==> src/rtl/storage_pkg.sv <==
// Shared defaults and helpers for the storage unit: default widths,
// the stack-pointer width function and the stack operation encoding.
package storage_pkg;

   localparam int DATA_W_DEF      = 8;
   localparam int STACK_DEPTH_DEF = 16;

   // One extra bit so the pointer can express both 0 and STACK_DEPTH.
   function automatic int sp_width(input int depth);
      return $clog2(depth) + 1;
   endfunction

   typedef enum logic [1:0] {
      OP_IDLE,
      OP_PUSH,
      OP_POP,
      OP_SWAP
   } stack_op_e;

endpackage : storage_pkg

==> src/rtl/lifo_core.sv <==
// Stack array plus occupancy pointer. Push+pop on a non-empty stack replaces
// the top in place; push+pop on an empty stack degrades to a plain push.
module lifo_core
   import storage_pkg::*;
#(
   parameter int DATA_W      = DATA_W_DEF,
   parameter int STACK_DEPTH = STACK_DEPTH_DEF,
   localparam int SP_W       = sp_width(STACK_DEPTH)
) (
   input  logic              clk,
   input  logic              rst,
   input  logic              push_i,
   input  logic              pop_i,
   input  logic [DATA_W-1:0] data_i,
   output logic [DATA_W-1:0] top_o,
   output logic              pop_fire_o,
   output logic [SP_W-1:0]   sp_o
);

   localparam int            AW      = SP_W - 1;
   localparam logic [SP_W-1:0] DEPTH_V = SP_W'(STACK_DEPTH);
   localparam logic [SP_W-1:0] LAST_V  = SP_W'(STACK_DEPTH - 1);

   logic [DATA_W-1:0] mem_q [STACK_DEPTH];
   logic [SP_W-1:0]   sp_q, sp_d;
   logic [AW-1:0]     top_idx, wr_idx;
   stack_op_e         op;

   // Index arithmetic wraps in AW bits, so sp=0 and sp=DEPTH both map the top to DEPTH-1.
   assign top_idx = sp_q[AW-1:0] - AW'(1);

   // NOTE: every signal assigned in always_comb gets a default first, or a latch is inferred.
   always_comb begin
      op = OP_IDLE;
      if (push_i && pop_i) op = (sp_q == '0) ? OP_PUSH : OP_SWAP;
      else if (push_i)     op = OP_PUSH;
      else if (pop_i)      op = OP_POP;
   end

   always_comb begin
      sp_d   = sp_q;
      wr_idx = sp_q[AW-1:0];
      unique case (op)
         OP_PUSH: sp_d   = (sp_q == DEPTH_V) ? '0 : sp_q + SP_W'(1);
         OP_POP:  sp_d   = (sp_q == '0) ? LAST_V : sp_q - SP_W'(1);
         OP_SWAP: wr_idx = top_idx;
         default: ;
      endcase
   end

   // NOTE: sequential state uses non-blocking assignments so all registers update together.
   always_ff @(posedge clk or posedge rst) begin
      if (rst) sp_q <= '0;
      else     sp_q <= sp_d;
   end

   // NOTE: storage arrays are deliberately not reset; only the pointer is.
   always_ff @(posedge clk) begin
      if (!rst && (op == OP_PUSH || op == OP_SWAP)) mem_q[wr_idx] <= data_i;
   end

   assign top_o      = mem_q[top_idx];
   assign pop_fire_o = (op == OP_POP) || (op == OP_SWAP);
   assign sp_o       = sp_q;

endmodule : lifo_core

==> src/rtl/storage_unit.sv <==
// Storage unit: inline data RAM with registered read plus a LIFO call stack.
// Define STORAGE_UNIT_STACK_GUARD_EN to block overflow/underflow and expose a sticky fault flag.
module storage_unit
   import storage_pkg::*;
#(
   parameter int DATA_W      = DATA_W_DEF,
   parameter int STACK_DEPTH = STACK_DEPTH_DEF
) (
   input  logic                                clk,
   input  logic                                rst,
`ifdef STORAGE_UNIT_STACK_GUARD_EN
   output logic                                fault,
`endif
   input  logic                                store,
   input  logic                                load,
   input  logic                                push,
   input  logic                                pop,
   input  logic                                call,
   input  logic                                ret,
   input  logic [DATA_W-1:0]                   ram_addr,
   input  logic [DATA_W-1:0]                   data_in,
   input  logic [DATA_W-1:0]                   return_counter,
   output logic [DATA_W-1:0]                   data_out,
   output logic                                out_valid,
   output logic                                pc_load,
   output logic [DATA_W-1:0]                   pc_out,
   output logic [sp_width(STACK_DEPTH)-1:0]    sp,
   output logic                                full,
   output logic                                empty
);

   localparam int SP_W = sp_width(STACK_DEPTH);

   logic [DATA_W-1:0] ram_q [2**DATA_W];
   logic [DATA_W-1:0] push_src, stack_top;
   logic [SP_W-1:0]   sp_w;
   logic              push_g, pop_g, pop_fire, load_fire;

   logic [DATA_W-1:0] data_out_q, data_out_d, pc_out_q, pc_out_d;
   logic              out_valid_q, out_valid_d, pc_load_q, pc_load_d;

   assign push_src = call ? return_counter : data_in;
   assign full     = (sp_w == SP_W'(STACK_DEPTH));
   assign empty    = (sp_w == '0);

`ifdef STORAGE_UNIT_STACK_GUARD_EN
   logic fault_q, fault_d;

   // A lone push at full or lone pop at empty is dropped; paired push+pop stays legal.
   always_comb begin
      push_g  = push && !(full && !pop);
      pop_g   = pop && !(empty && !push);
      fault_d = fault_q || (push && !push_g) || (pop && !pop_g);
   end

   always_ff @(posedge clk or posedge rst) begin
      if (rst) fault_q <= 1'b0;
      else     fault_q <= fault_d;
   end

   assign fault = fault_q;
`else
   assign push_g = push;
   assign pop_g  = pop;
`endif

   lifo_core #(
      .DATA_W     (DATA_W),
      .STACK_DEPTH(STACK_DEPTH)
   ) u_lifo (
      .clk       (clk),
      .rst       (rst),
      .push_i    (push_g),
      .pop_i     (pop_g),
      .data_i    (push_src),
      .top_o     (stack_top),
      .pop_fire_o(pop_fire),
      .sp_o      (sp_w)
   );

   // Registered read samples the pre-write word, giving read-before-write on a shared address.
   always_ff @(posedge clk) begin
      if (!rst && store) ram_q[ram_addr] <= data_in;
   end

   // Any asserted pop owns data_out for the cycle, even when the pop itself is ineffective.
   always_comb begin
      load_fire   = load && !pop;
      out_valid_d = pop_fire || load_fire;
      data_out_d  = data_out_q;
      if (pop_fire)       data_out_d = stack_top;
      else if (load_fire) data_out_d = ram_q[ram_addr];
      pc_load_d   = pop_fire && ret;
      pc_out_d    = pc_load_d ? stack_top : pc_out_q;
   end

   always_ff @(posedge clk or posedge rst) begin
      if (rst) begin
         data_out_q  <= '0;
         out_valid_q <= 1'b0;
         pc_load_q   <= 1'b0;
         pc_out_q    <= '0;
      end else begin
         data_out_q  <= data_out_d;
         out_valid_q <= out_valid_d;
         pc_load_q   <= pc_load_d;
         pc_out_q    <= pc_out_d;
      end
   end

   assign data_out  = data_out_q;
   assign out_valid = out_valid_q;
   assign pc_load   = pc_load_q;
   assign pc_out    = pc_out_q;
   assign sp        = sp_w;

endmodule : storage_unit

==> config.mk <==
export PLATFORM = sky130hd
export DESIGN_NAME = storage_unit
export DESIGN_NICKNAME = d
export VERILOG_FILES = /design/src/rtl/storage_pkg.sv /design/src/rtl/lifo_core.sv /design/src/rtl/storage_unit.sv
export SDC_FILE = /design/constraint.sdc
export NUM_CORES = 2
export LEC_CHECK = 0
export ABC_AREA = 1
export CELL_PAD_IN_SITES_DETAIL_PLACEMENT = 0
export CELL_PAD_IN_SITES_GLOBAL_PLACEMENT = 2
export CORE_MARGIN = 2
export CORE_UTILIZATION = 46
export CTS_CLUSTER_DIAMETER = 40
export DETAILED_ROUTE_END_ITERATION = 16
export PLACE_DENSITY_LB_ADDON = 0.1
export SLEW_MARGIN = 30
export SYNTH_ARGS = -nofsm -noshare
export SYNTH_HDL_FRONTEND = slang
export SYNTH_HIERARCHICAL = 1
export SYNTH_SLANG_ARGS = --single-unit
==> constraint.sdc <==
create_clock -name clk -period 6.6 [get_ports clk]
set_input_delay 1.65 -clock clk [delete_from_list [all_inputs] [get_ports clk]]
set_output_delay 1.65 -clock clk [all_outputs]
set_load 0.03 [all_outputs]
==> flow_summary.json <==
{
  "status": "finished clean",
  "post_cts_buffers": 0,
  "drv_cap": 0,
  "fin_skew_ns": 0.0399,
  "max_slew.worst_pin.slew_ns": 1.00,
  "fmax_ghz": 0.206,
  "numPortBuffers": 56,
  "setup_violations": 0,
  "die_area_um2": 201000,
  "grt_use_total_pct": 27.6,
  "num_vias": 60300,
  "worstSetupEndpointType": "output pin",
  "start_kind": "flip-flop",
  "hold_end": "pc_out[4]",
  "start_util_pct": 46.1,
  "hold_buffers": 0,
  "final_common_cell": "nand2_1",
  "cts_tree": "built",
  "clock_sinks": 2199,
  "drive_gt1_share_pct": 8.48,
  "fillers": 17200,
  "die_y_um": 448,
  "finalWeightedCongestion": 0.827,
  "p_per_area_nw_per_um2": 348,
  "clock_path_buffers": 4,
  "rows": 163,
  "leakage_nw": 41.0,
  "routed_wl_um": 277000,
  "ios": 57,
  "fin_crit_ns": 4.85,
  "rsz0062_at_grt": "no",
  "wl_per_cell_um": 24.2,
  "tns_ns": 0,
  "grt_pass1_wl_um": 402000,
  "htreeDepth": 5,
  "first_global_vias": 59100,
  "holdPathStages": 2,
  "syn2layout_area_growth_pct": 16.4,
  "period_share_pct": 73.4,
  "hpwl_um": 155000,
  "syn_avg_cell_area_um2": 10.7,
  "r2r_start": "u_lifo/sp_o[0]",
  "rrSetupSlack_ns": 2.55,
  "hold_path.class": "reg2reg",
  "grt_max_degree": 174,
  "cts_resized": 0,
  "mostFrequentLayoutCells": "nand2_1 (4,576), edfxtp_1 (2,176), nor2_1 (631)",
  "antenna_found_initial": 13,
  "clkLatencyLatePin_ns": 0.94,
  "dpl-instance-area_um2": 94300,
  "arrival_ns": 3.20,
  "critPathKind": "reg2out",
  "crit_fanout": 71,
  "drt_iter0_markers": 5716,
  "hold_start": "pc_out[4]",
  "finalHoldViolCount": 0,
  "irDropWorstVdd_uv": 335,
  "synth_nets": 8490,
  "path_clk_slew_ns": 0.05,
  "via_per_inst": 5.26,
  "die_w_um": 448,
  "r2r-end": "data_out[1]",
  "drc": 0,
  "ys_warn_count": 6,
  "cts_buffers": 340,
  "drtPass1Iterations": 5,
  "reg2reg_depth": 12,
  "syn_area_um2": 90800,
  "synth_cell_types": 33,
  "yosys_register_bits": 2199,
  "slew_headroom_pct": 32.8,
  "ys_seq_area_share_pct": 72.6,
  "fin_area_um2": 106000,
  "synthCells": 8453,
  "drv_slew": 0,
  "root_buffer": "clkbuf_16",
  "overflow": 0,
  "cp.required_ns": 4.95,
  "power_mw": 36.8,
  "layout.nets": 8608,
  "coreArea_um2": 197000,
  "antenna_left": 0
}
[synthesized netlist by cell type]
library cell	number	share of area [%]
nand2_1	4576	19
edfxtp_1	2176	72
nor2_1	635	2.6
nand3_1	230	1.3
buf_2	228	1.3
clkbuf_1	160	0.66
o21ai_1	77	0.42
a21oi_1	74	0.41
nand4_1	69	0.48
inv_1	52	0.22
o21ai_0	50	0.28
buf_1	23	0.095
dfrtp_1	23	0.63
buf_6	16	0.20
mux2_2	8	0.099
buf_4	7	0.058
o21bai_1	7	0.058
ha_1	5	0.069
inv_2	5	0.021
nand2_2	5	0.034
nand3_2	5	0.055
clkinv_1	4	0.017
inv_4	3	0.021
nor2_4	3	0.037
nor2_2	2	0.014
nor4_1	2	0.014
xnor2_1	2	0.019
nand2_4	1	0.012
nor3_1	1	0.0055
o21ai_2	1	0.0096
o22ai_1	1	0.0069
or2_2	1	0.0069
or4_1	1	0.0083
[final cells by class]
cell class                 instances  area (um^2)  share of cell area (%)
clock inverter                   212         2440                    2.31
clock buffer                     389         8830                    8.36
multi-input combinational       5756        22700                    21.5
sequential                      2199        65900                    62.4
antenna                            4         10.0                 0.00947
inverter                          64          293                   0.277
timing repair buffer             210         2190                    2.07
tap                             2640         3300                    3.13
[cells by family after synthesis]
family / Yosys count / synth area share (%)
AND/OR/NAND/NOR: 5531 / 23.5
buffers and inverters: 498 / 2.54
multiplexers: 8 / 0.0992
adder cells (fa/ha/maj): 5 / 0.0689
AO/OA/AOI/OAI: 210 / 1.18
XOR/XNOR: 2 / 0.0193
flip-flops: 2199 / 72.6
[worst max path at each step]
stage	startpoint	end	slack (ns)	cells after the start
after floorplan	ram_addr[2]	ram_q[182][0]	2.96	6
after global placement	ram_addr[2]	ram_q[165][4]	1.02	7
after CTS	u_lifo/sp_o[0]	empty	1.68	4
final	u_lifo/sp_o[0]	empty	1.75	4
after global routing	u_lifo/sp_o[0]	full	1.62	4
after detailed placement	ram_addr[3]	ram_q[73][1]	0.97	6
[through the flow]
| stage | instances | utilization (%) | setup WS [ns] | hold slack [ns] |
|---|---|---|---|---|
| after floorplan | 8453 | - | 2.96 | 0.641 |
| after global placement | 10900 | 47.9 | 1.02 | 0.479 |
| after detailed placement | 10900 | 47.9 | 0.973 | 0.466 |
| after CTS | 11500 | 53.6 | 1.68 | 0.493 |
| after global routing | 11500 | 53.7 | 1.62 | 0.522 |
| final | 11500 | 53.7 | 1.75 | 0.498 |
[report_power, final]
part           internal [mW]  switching, mW
logic                  0.848           2.53
clock network           11.3           6.47
registers               15.5          0.140
[registers in the layout (all words and copies together) (netlist names)]
register / cells
u_lifo/sp_o: 5
pc_out: 8
ram_q: 2048
pc_load: 1
data_out: 8
out_valid: 1
u_lifo/mem_q: 128
[critical path: stages (launching register included)]
cell and delay, ns:
dfrtp_2 0.40, buf_4 0.36, or4_1 0.62, nor2_1 0.13, clkdlybuf4s50_1 0.71
[per-layer routing]
layer	global-route usage (%)	share of wire [%]	wire length, um	vias up
met5	0	0.0047	13	-
met4	8.58	2.8	7860	2
met3	3.71	5.8	16000	456
met2	45.6	48	133000	1855
met1	38.0	43	120000	29700
li1	-	-	-	28300
Note: power is estimated with default switching activity, not from simulation.
